--- src/rtl/pmc_frame_sched.sv ---
// Frame scheduler for the pmcc: arms, triggers, waits for frame completion and
// spaces frames by a programmable gap. Optional watchdog under PMC_FRAME_SCHED_WDT_EN.
module pmc_frame_sched #(
    parameter int PERIOD_W    = 24,
    parameter int FRAME_W     = 16,
    parameter int TIMEOUT_CYC = 65536
) (
    input  logic                clk,
    input  logic                rst_n,
    input  logic                cfg_en,
    input  logic                cfg_start,
    input  logic                cfg_abort,
    input  logic [PERIOD_W-1:0] cfg_period,
    input  logic [FRAME_W-1:0]  cfg_frames,
    input  logic                err_clr,
    input  logic                pmcc_wait,
    output logic                trg,
    output logic                pmcc_rst_req,
    output logic                busy,
    output logic                done,
    output logic [FRAME_W-1:0]  frame_cnt,
    output logic                timeout_err
);

    typedef enum logic [2:0] {IDLE, ARM, TRIG, RUN, GAP} state_t;

    state_t              state, state_nx;
    logic [PERIOD_W-1:0] per_sh, gap_cnt, gap_cnt_nx;
    logic [FRAME_W-1:0]  frm_sh, cnt_nx, cnt_inc;
    logic                seen_busy, seen_busy_nx;
    logic                ld_shadow, done_nx, rst_req_nx, wdt_hit, stop;

    assign stop    = cfg_abort | ~cfg_en;
    assign cnt_inc = frame_cnt + FRAME_W'(1);
    assign busy    = (state != IDLE);

    always_comb begin
        state_nx     = state;
        gap_cnt_nx   = gap_cnt;
        seen_busy_nx = seen_busy;
        cnt_nx       = frame_cnt;
        ld_shadow    = 1'b0;
        done_nx      = 1'b0;
        rst_req_nx   = 1'b0;
        if (stop) begin
            state_nx = IDLE;
        end else begin
            case (state)
                IDLE: if (cfg_start) begin
                    ld_shadow = 1'b1;
                    cnt_nx    = '0;
                    state_nx  = ARM;
                end
                ARM: if (pmcc_wait) state_nx = TRIG;
                TRIG: begin
                    seen_busy_nx = 1'b0;
                    state_nx     = RUN;
                end
                RUN: begin
                    // A frame is only complete once the pmcc has been seen busy.
                    if (seen_busy && pmcc_wait) begin
                        cnt_nx = cnt_inc;
                        if (frm_sh != '0 && cnt_inc == frm_sh) begin
                            done_nx  = 1'b1;
                            state_nx = IDLE;
                        end else begin
                            gap_cnt_nx = per_sh;
                            state_nx   = GAP;
                        end
                    end else begin
                        if (!pmcc_wait) seen_busy_nx = 1'b1;
                        if (wdt_hit) begin
                            rst_req_nx = 1'b1;
                            state_nx   = IDLE;
                        end
                    end
                end
                GAP: begin
                    if (gap_cnt == '0) state_nx = ARM;
                    else               gap_cnt_nx = gap_cnt - PERIOD_W'(1);
                end
                default: state_nx = IDLE;
            endcase
        end
    end

    always_ff @(posedge clk or negedge rst_n) begin
        if (!rst_n) begin
            state     <= IDLE;
            per_sh    <= '0;
            frm_sh    <= '0;
            gap_cnt   <= '0;
            seen_busy <= 1'b0;
            frame_cnt <= '0;
            trg       <= 1'b0;
            done      <= 1'b0;
        end else begin
            state     <= state_nx;
            gap_cnt   <= gap_cnt_nx;
            seen_busy <= seen_busy_nx;
            frame_cnt <= cnt_nx;
            trg       <= (state_nx == TRIG);
            done      <= done_nx;
            if (ld_shadow) begin
                per_sh <= cfg_period;
                frm_sh <= cfg_frames;
            end
        end
    end

`ifdef PMC_FRAME_SCHED_WDT_EN
    localparam int WDT_W = $clog2(TIMEOUT_CYC + 1);
    logic [WDT_W-1:0] wdt_cnt;

    // Counts cycles spent in the current RUN visit; restarts on every entry.
    assign wdt_hit = (state == RUN) && (wdt_cnt == WDT_W'(TIMEOUT_CYC - 1));

    always_ff @(posedge clk or negedge rst_n) begin
        if (!rst_n) begin
            wdt_cnt      <= '0;
            pmcc_rst_req <= 1'b0;
            timeout_err  <= 1'b0;
        end else begin
            wdt_cnt      <= (state == RUN) ? wdt_cnt + WDT_W'(1) : '0;
            pmcc_rst_req <= rst_req_nx;
            if (rst_req_nx)   timeout_err <= 1'b1;
            else if (err_clr) timeout_err <= 1'b0;
        end
    end
`else
    logic unused_wdt;
    assign wdt_hit      = 1'b0;
    assign pmcc_rst_req = 1'b0;
    assign timeout_err  = 1'b0;
    assign unused_wdt   = err_clr ^ rst_req_nx ^ (TIMEOUT_CYC == 0);
`endif

endmodule
--- config.mk ---
export PLATFORM = sky130hd
export DESIGN_NAME = pmc_frame_sched
export DESIGN_NICKNAME = d
export VERILOG_FILES = /design/src/rtl/pmc_frame_sched.sv
export SDC_FILE = /design/constraint.sdc
export NUM_CORES = 1
export LEC_CHECK = 0
export CAP_MARGIN = 15
export CORE_UTILIZATION = 61
export CTS_BUF_LIST = sky130_fd_sc_hd__clkbuf_2 sky130_fd_sc_hd__clkbuf_4 sky130_fd_sc_hd__clkbuf_8
export DETAILED_ROUTE_END_ITERATION = 12
export PLACE_DENSITY = 0.94
export SYNTH_ARGS = -nofsm -noshare
export SYNTH_HDL_FRONTEND = slang
export SYNTH_SLANG_ARGS = --single-unit
--- constraint.sdc ---
create_clock -name clk -period 8.66 [get_ports clk]
set_input_delay 2.598 -clock clk [delete_from_list [all_inputs] [get_ports clk]]
set_output_delay 2.598 -clock clk [all_outputs]
set_load 0.005 [all_outputs]
### Yosys cells after proc, flatten, opt, wreduce, memory -nomap -nowiden

Index checks and enable logic that the tools add are counted.

* add/sub/neg operators: 2
* $mul: 0
* divide/modulo/power cells: 0
* order comparisons: 0
* equal/unequal tests: 12
* shift operators: 0
* multiplexer cells: 24
* bitwise operators: 3
* reductions and logical operators: 12

Operators with widths (number)
* 2-to-1 mux 24 bit: 3
* case mux 24 bit (2 select lines): 1
* 2-to-1 mux 16 bit: 2
* case mux 16 bit (2 select lines): 1
* logical NOT 24 bit: 1
* subtractor 24 x 1 -> 24 bit (second input constant): 1
* 2-to-1 mux 3 bit: 6
* adder 16 x 1 -> 16 bit (second input constant): 1
* == test 16 bit: 1
* nonzero test 16 bit: 1
* case mux 3 bit (5 select lines): 1
* inequality test 2 bit (second input constant): 6
* == test 3 x 2 -> 1 bit (second input constant): 3
* 2-to-1 mux 1 bit: 9
* AND reduction 4 bit: 2
* nonzero test 2 bit: 3
* AND reduction 5 bit: 1
* == test 3 x 1 -> 1 bit (second input constant): 1
* == test 3 bit (second input constant): 1
* logical NOT 3 bit: 1
* nonzero test 3 bit: 1
* logical AND 1 bit: 2
* inverter 1 bit: 2
* case mux 1 bit (2 select lines): 1
* OR 1 bit: 1

* flip-flop bits (word level): 86
* bits in latches: 0
* bits in writable memories: 0
* bits in read-only memories: 0
* output and inout bits: 21
* logic and storage cells: 61
* memories kept: 0

### Depth between registers and ports, before layout

* word-level depth: 8
* depth in mapped cells: 12
* depth with buffers taken out: 10

### Worst setup path after synthesis

OpenSTA, ideal clock, no wires.

* kind: input -> register
* start point: input pmcc_wait
* end point: register gap_cnt[13]
* arrival: 4.130 ns
* data required time: 8.538 ns
* path slack: 4.409 ns
* stages: 7
* buffers on the path: 2
* cell sequence: nand4_1 -> or3_1 -> clkbuf_1 -> nor3_1 -> clkbuf_1 -> a31oi_1 -> a32o_1

* cells in the longest elaborated chain, start to end: 3

Ends and longest elaborated chain
* start, declared: RTL line 16 `input logic pmcc_wait,`
* logical AND 1 bit: RTL line 61 `if (seen_busy && pmcc_wait) begin`
* inequality test 2 bit (no line)
* AND reduction 5 bit (no line)
* end signal, assigned: RTL line 99 `gap_cnt <= gap_cnt_nx;`
* end, declared: RTL line 28 `logic [PERIOD_W-1:0] per_sh, gap_cnt, gap_cnt_nx;`

Every way passes these cells.
A chain may end at the register's enable or synchronous reset.

### Worst setup path after layout

* start point: input pmcc_wait
* end point: register gap_cnt[8]

Same word-level chain as after synthesis.

==> metrics.md <==
| Metric | Value |
|---|---|
| Number of synthesized flops with an enable pin | `0` |
| Longest Clk Path Bufs | `2` |
| Vias per cell | `6.92` |
| Crit-path most repeated cell | `or3_1` |
| Pre-antenna DRT Iters | `5` |
| Setup tns final | `0 ns` |
| Worst hold path class | `flop to flop` |
| Number of CTS-inserted buffers | `9` |
| Row count | `32` |
| Max FO, Critical Path | `23` |
| Reg-to-reg slack, setup | `5.16 ns` |
| Port bufs | `64` |
| Area grow syn2layout | `17.7%` |
| Mean post-synth cell area | `9.78 sq um` |
| Initial Utilization | `63.6%` |
| Ys async rst share | `100%` |
| Antenna violations before repair | `0` |
| Final setup fails | `0` |
| Min cycle time layout | `4.84 ns` |
| H-tree depth | `3` |
| R2R depth | `8` |
| Yosys reg bits | `86` |
| Endpoint, Worst Hold | `per_sh[12]` |
| Most common cell in the netlist | `dfrtp_1` |
| Core Region | `7770 sq um` |
| Fill cells | `538` |
| Mapped cell area | `4940 sq um` |
| Post-DP Area | `5560 sq um` |
| Largest net degree at the start of global routing | `87` |
| PostCTS Resize Cnt | `0` |
| Worst vdd rail ir drop | `90.9 uV` |
| Hold_buf cts | `0` |
| Ant. Diodes | `0` |
| Worst Clk Skew | `0.0109 ns` |
| 1st-iter DRT viols | `566` |
| Final cycle utilization of the critical path | `55.9%` |
| Leak | `2.34 nW` |
| Final hold vios | `0` |
| DP Wirelength | `7960 um` |
| Fmax | `0.207 GHz` |
| Gr ovfl total | `0` |
| Worst-Margin Slew | `1.12 ns` |
| Syn Inst Count | `505` |
| Worst Setup Start Kind | `input port` |
| Worst r2r src | `frame_cnt[4]` |
| Number of max-cap violations | `0` |
| Chip Height | `92.0 um` |
| CP Buf/Inv Count | `1` |
| Die Width | `92.0 um` |
| Routed Antenna Nets | `0` |
| RSZ-0062 raised after global routing | `no` |
| Critical path's slowest cell | `or3_1` |
| Hold WS | `0.519 ns` |
| Clock transition at path regs | `0.09 ns` |
| Rel. slew slack | `25.6%` |
| Netlist cell types | `62` |
| Layout cell share with drive strength beyond 1 | `13.2%` |
| Routed len/inst | `19.2 um` |
| Clk root buf | `clkbuf_8` |
| Cell family with most CP delay | `simple AND/OR/NAND/NOR gates` |
| Kind of critical path | `input port to flop` |
| Cells along the critical path | `clkdlybuf4s50_1 > nand4_1 > or3_1 > or3_1 > o21a_1 > a32oi_1` |
| Fin. max-slew vios | `0` |
| GP Congestion | `0.939` |
| WP data arrival | `5.10 ns` |
| Max stage delay on crit path | `0.74 ns` |
| Remaining DRCs | `0` |
| CP Data Required Time | `8.92 ns` |
| CTS tree | `done` |
| R2R Path End | `gap_cnt[20]` |
| GRT Total Usage | `30.5%` |
| Crit end category | `flop` |
| Area leader, netlist | `dfrtp_1` |
| Share of the synthesized area in the top cell type | `43.6%` |
| Min-delay src | `per_sh[12]` |
| Register area share after synthesis | `43.6%` |
| Design Area, Final | `5810 sq um` |
| Setup bufs post-CTS | `0` |
| Pwr Density | `163 nW/um^2` |
| Sink Count | `86` |
| Worst Hold Depth | `1` |
| DR vias | `4518` |
| Drt total wl | `12500 um` |
| Dominant cells by area after synthesis | `dfrtp_1, mux2_2, o21ai_0` |
| Status | `finished clean` |
| Die area | `8460 sq um` |
| Synth cell count leaders | `dfrtp_1, mux2_2, o21ai_0, nor2_1, nand2_1` |
| Worst-Skew Late Latency | `0.36 ns` |
| Vias in the first global route | `4111` |
| Yosys Warn Count | `0` |
| Ys flop type | `dfrtp_1` |
| Layout Nets | `595` |
| First-pass GRT wire length | `20300 um` |
| # IOs | `68` |
## final cells by class
type | instances | area [sq um] | share of cell area [%]
inverter | 17 | 66.3 | 1.14
sequential | 86 | 2150 | 37.0
clock buffer | 11 | 139 | 2.39
timing repair buffer | 68 | 688 | 11.8
clock inverter | 5 | 83.8 | 1.44
multi-input combinational | 364 | 2560 | 44.0
tap | 102 | 128 | 2.19
## cells by family (layout without fill, tap and decap cells)
kind of cell	after synthesis	count (layout)	synth area share (%)
compound gates	148	148	20.7
simple gates	145	145	15.7
flops	86	86	43.6
buf+inv	56	101	4.84
mux	43	43	9.73
xor+xnor	24	24	4.84
fa+ha+maj	2	2	0.507
other cells	1	2	0.0759
## flip-flops by register name (all words and copies together), names as in the netlist
register / cells
frame_cnt: 16
state: 3
done: 1
per_sh: 24
seen_busy: 1
trg: 1
frm_sh: 16
gap_cnt: 24
## layout by cell type (no fill, tap or decap), types with 3 or more instances in the layout
| cell type | netlist | layout |
|---|---|---|
| dfrtp_1 | 86 | 86 |
| clkdlybuf4s50_1 | 0 | 63 |
| o21ai_0 | 40 | 40 |
| mux2_2 | 40 | 40 |
| nor2_1 | 29 | 29 |
| nand2_1 | 28 | 28 |
| a21oi_1 | 24 | 24 |
| inv_1 | 16 | 16 |
| xnor2_1 | 13 | 13 |
| nand3_1 | 13 | 12 |
| nor3_1 | 12 | 12 |
| or3_1 | 11 | 11 |
| a31oi_1 | 11 | 11 |
| o31ai_1 | 10 | 10 |
| nor4_1 | 9 | 9 |
| xor2_1 | 9 | 9 |
| a32o_1 | 9 | 9 |
| clkbuf_8 | 0 | 9 |
| nand4_1 | 8 | 8 |
| and3_1 | 8 | 8 |
| o32ai_1 | 7 | 7 |
| a32oi_1 | 7 | 7 |
| o41ai_1 | 6 | 6 |
| or4_4 | 5 | 5 |
| and2_1 | 5 | 5 |
| or4_1 | 5 | 5 |
| nand2b_1 | 4 | 4 |
| o22ai_1 | 4 | 4 |
| a211oi_1 | 4 | 4 |
| a22o_1 | 4 | 4 |
| buf_4 | 2 | 4 |
| mux2i_1 | 3 | 3 |
| o21a_1 | 3 | 3 |
## per-stage QoR
| stage | setup WS [ns] | utilization, % | power [mW] | instances |
|---|---|---|---|---|
| after global placement | 3.60 | 71.6 | 0.623 | 636 |
| final | 3.82 | 74.9 | 0.950 | 653 |
| after global routing | 3.75 | 74.9 | 0.987 | 653 |
| after detailed placement | 3.51 | 71.6 | 0.634 | 636 |
| after floorplan | 4.41 | - | 0.575 | 506 |
| after CTS | 3.89 | 74.5 | 0.945 | 652 |
## worst reg2reg max path, delay by kind of cell, from the launching register on
family / cells / cell delay, ns
simple gates: 2 / 1.22
compound gates: 4 / 1.25
buf+inv: 1 / 0.17
mux: 1 / 0.16
flops: 1 / 0.59
## metal layers
layer  part of all wire (%)  wire, um  up-vias  global-route usage (%)
met4                    2.7       338        0                    10.9
met3                     10      1250       43                    4.81
met5                      0         0        -                       0
met2                     47      5910      324                    47.1
met1                     40      5050     2185                    43.6
li1                       -         -     1966                       -
## how the worst max path moves through the flow
| stage | startpoint | to | slack [ns] | depth (start not counted) |
|---|---|---|---|---|
| final | pmcc_wait | gap_cnt[8] | 3.82 | 6 |
| after global routing | pmcc_wait | gap_cnt[7] | 3.75 | 6 |
| after global placement | pmcc_wait | gap_cnt[7] | 3.60 | 6 |
| after CTS | pmcc_wait | gap_cnt[7] | 3.89 | 6 |
| after detailed placement | pmcc_wait | gap_cnt[7] | 3.51 | 6 |
| after floorplan | pmcc_wait | gap_cnt[13] | 4.41 | 7 |
## report_power, final
part | total [mW] | switching (mW) | internal (mW)
sequential | 0.483 | 0.0401 | 0.443
combinational | 0.152 | 0.0638 | 0.0885
clock | 0.314 | 0.145 | 0.170
(Power assumes the default switching activity.)
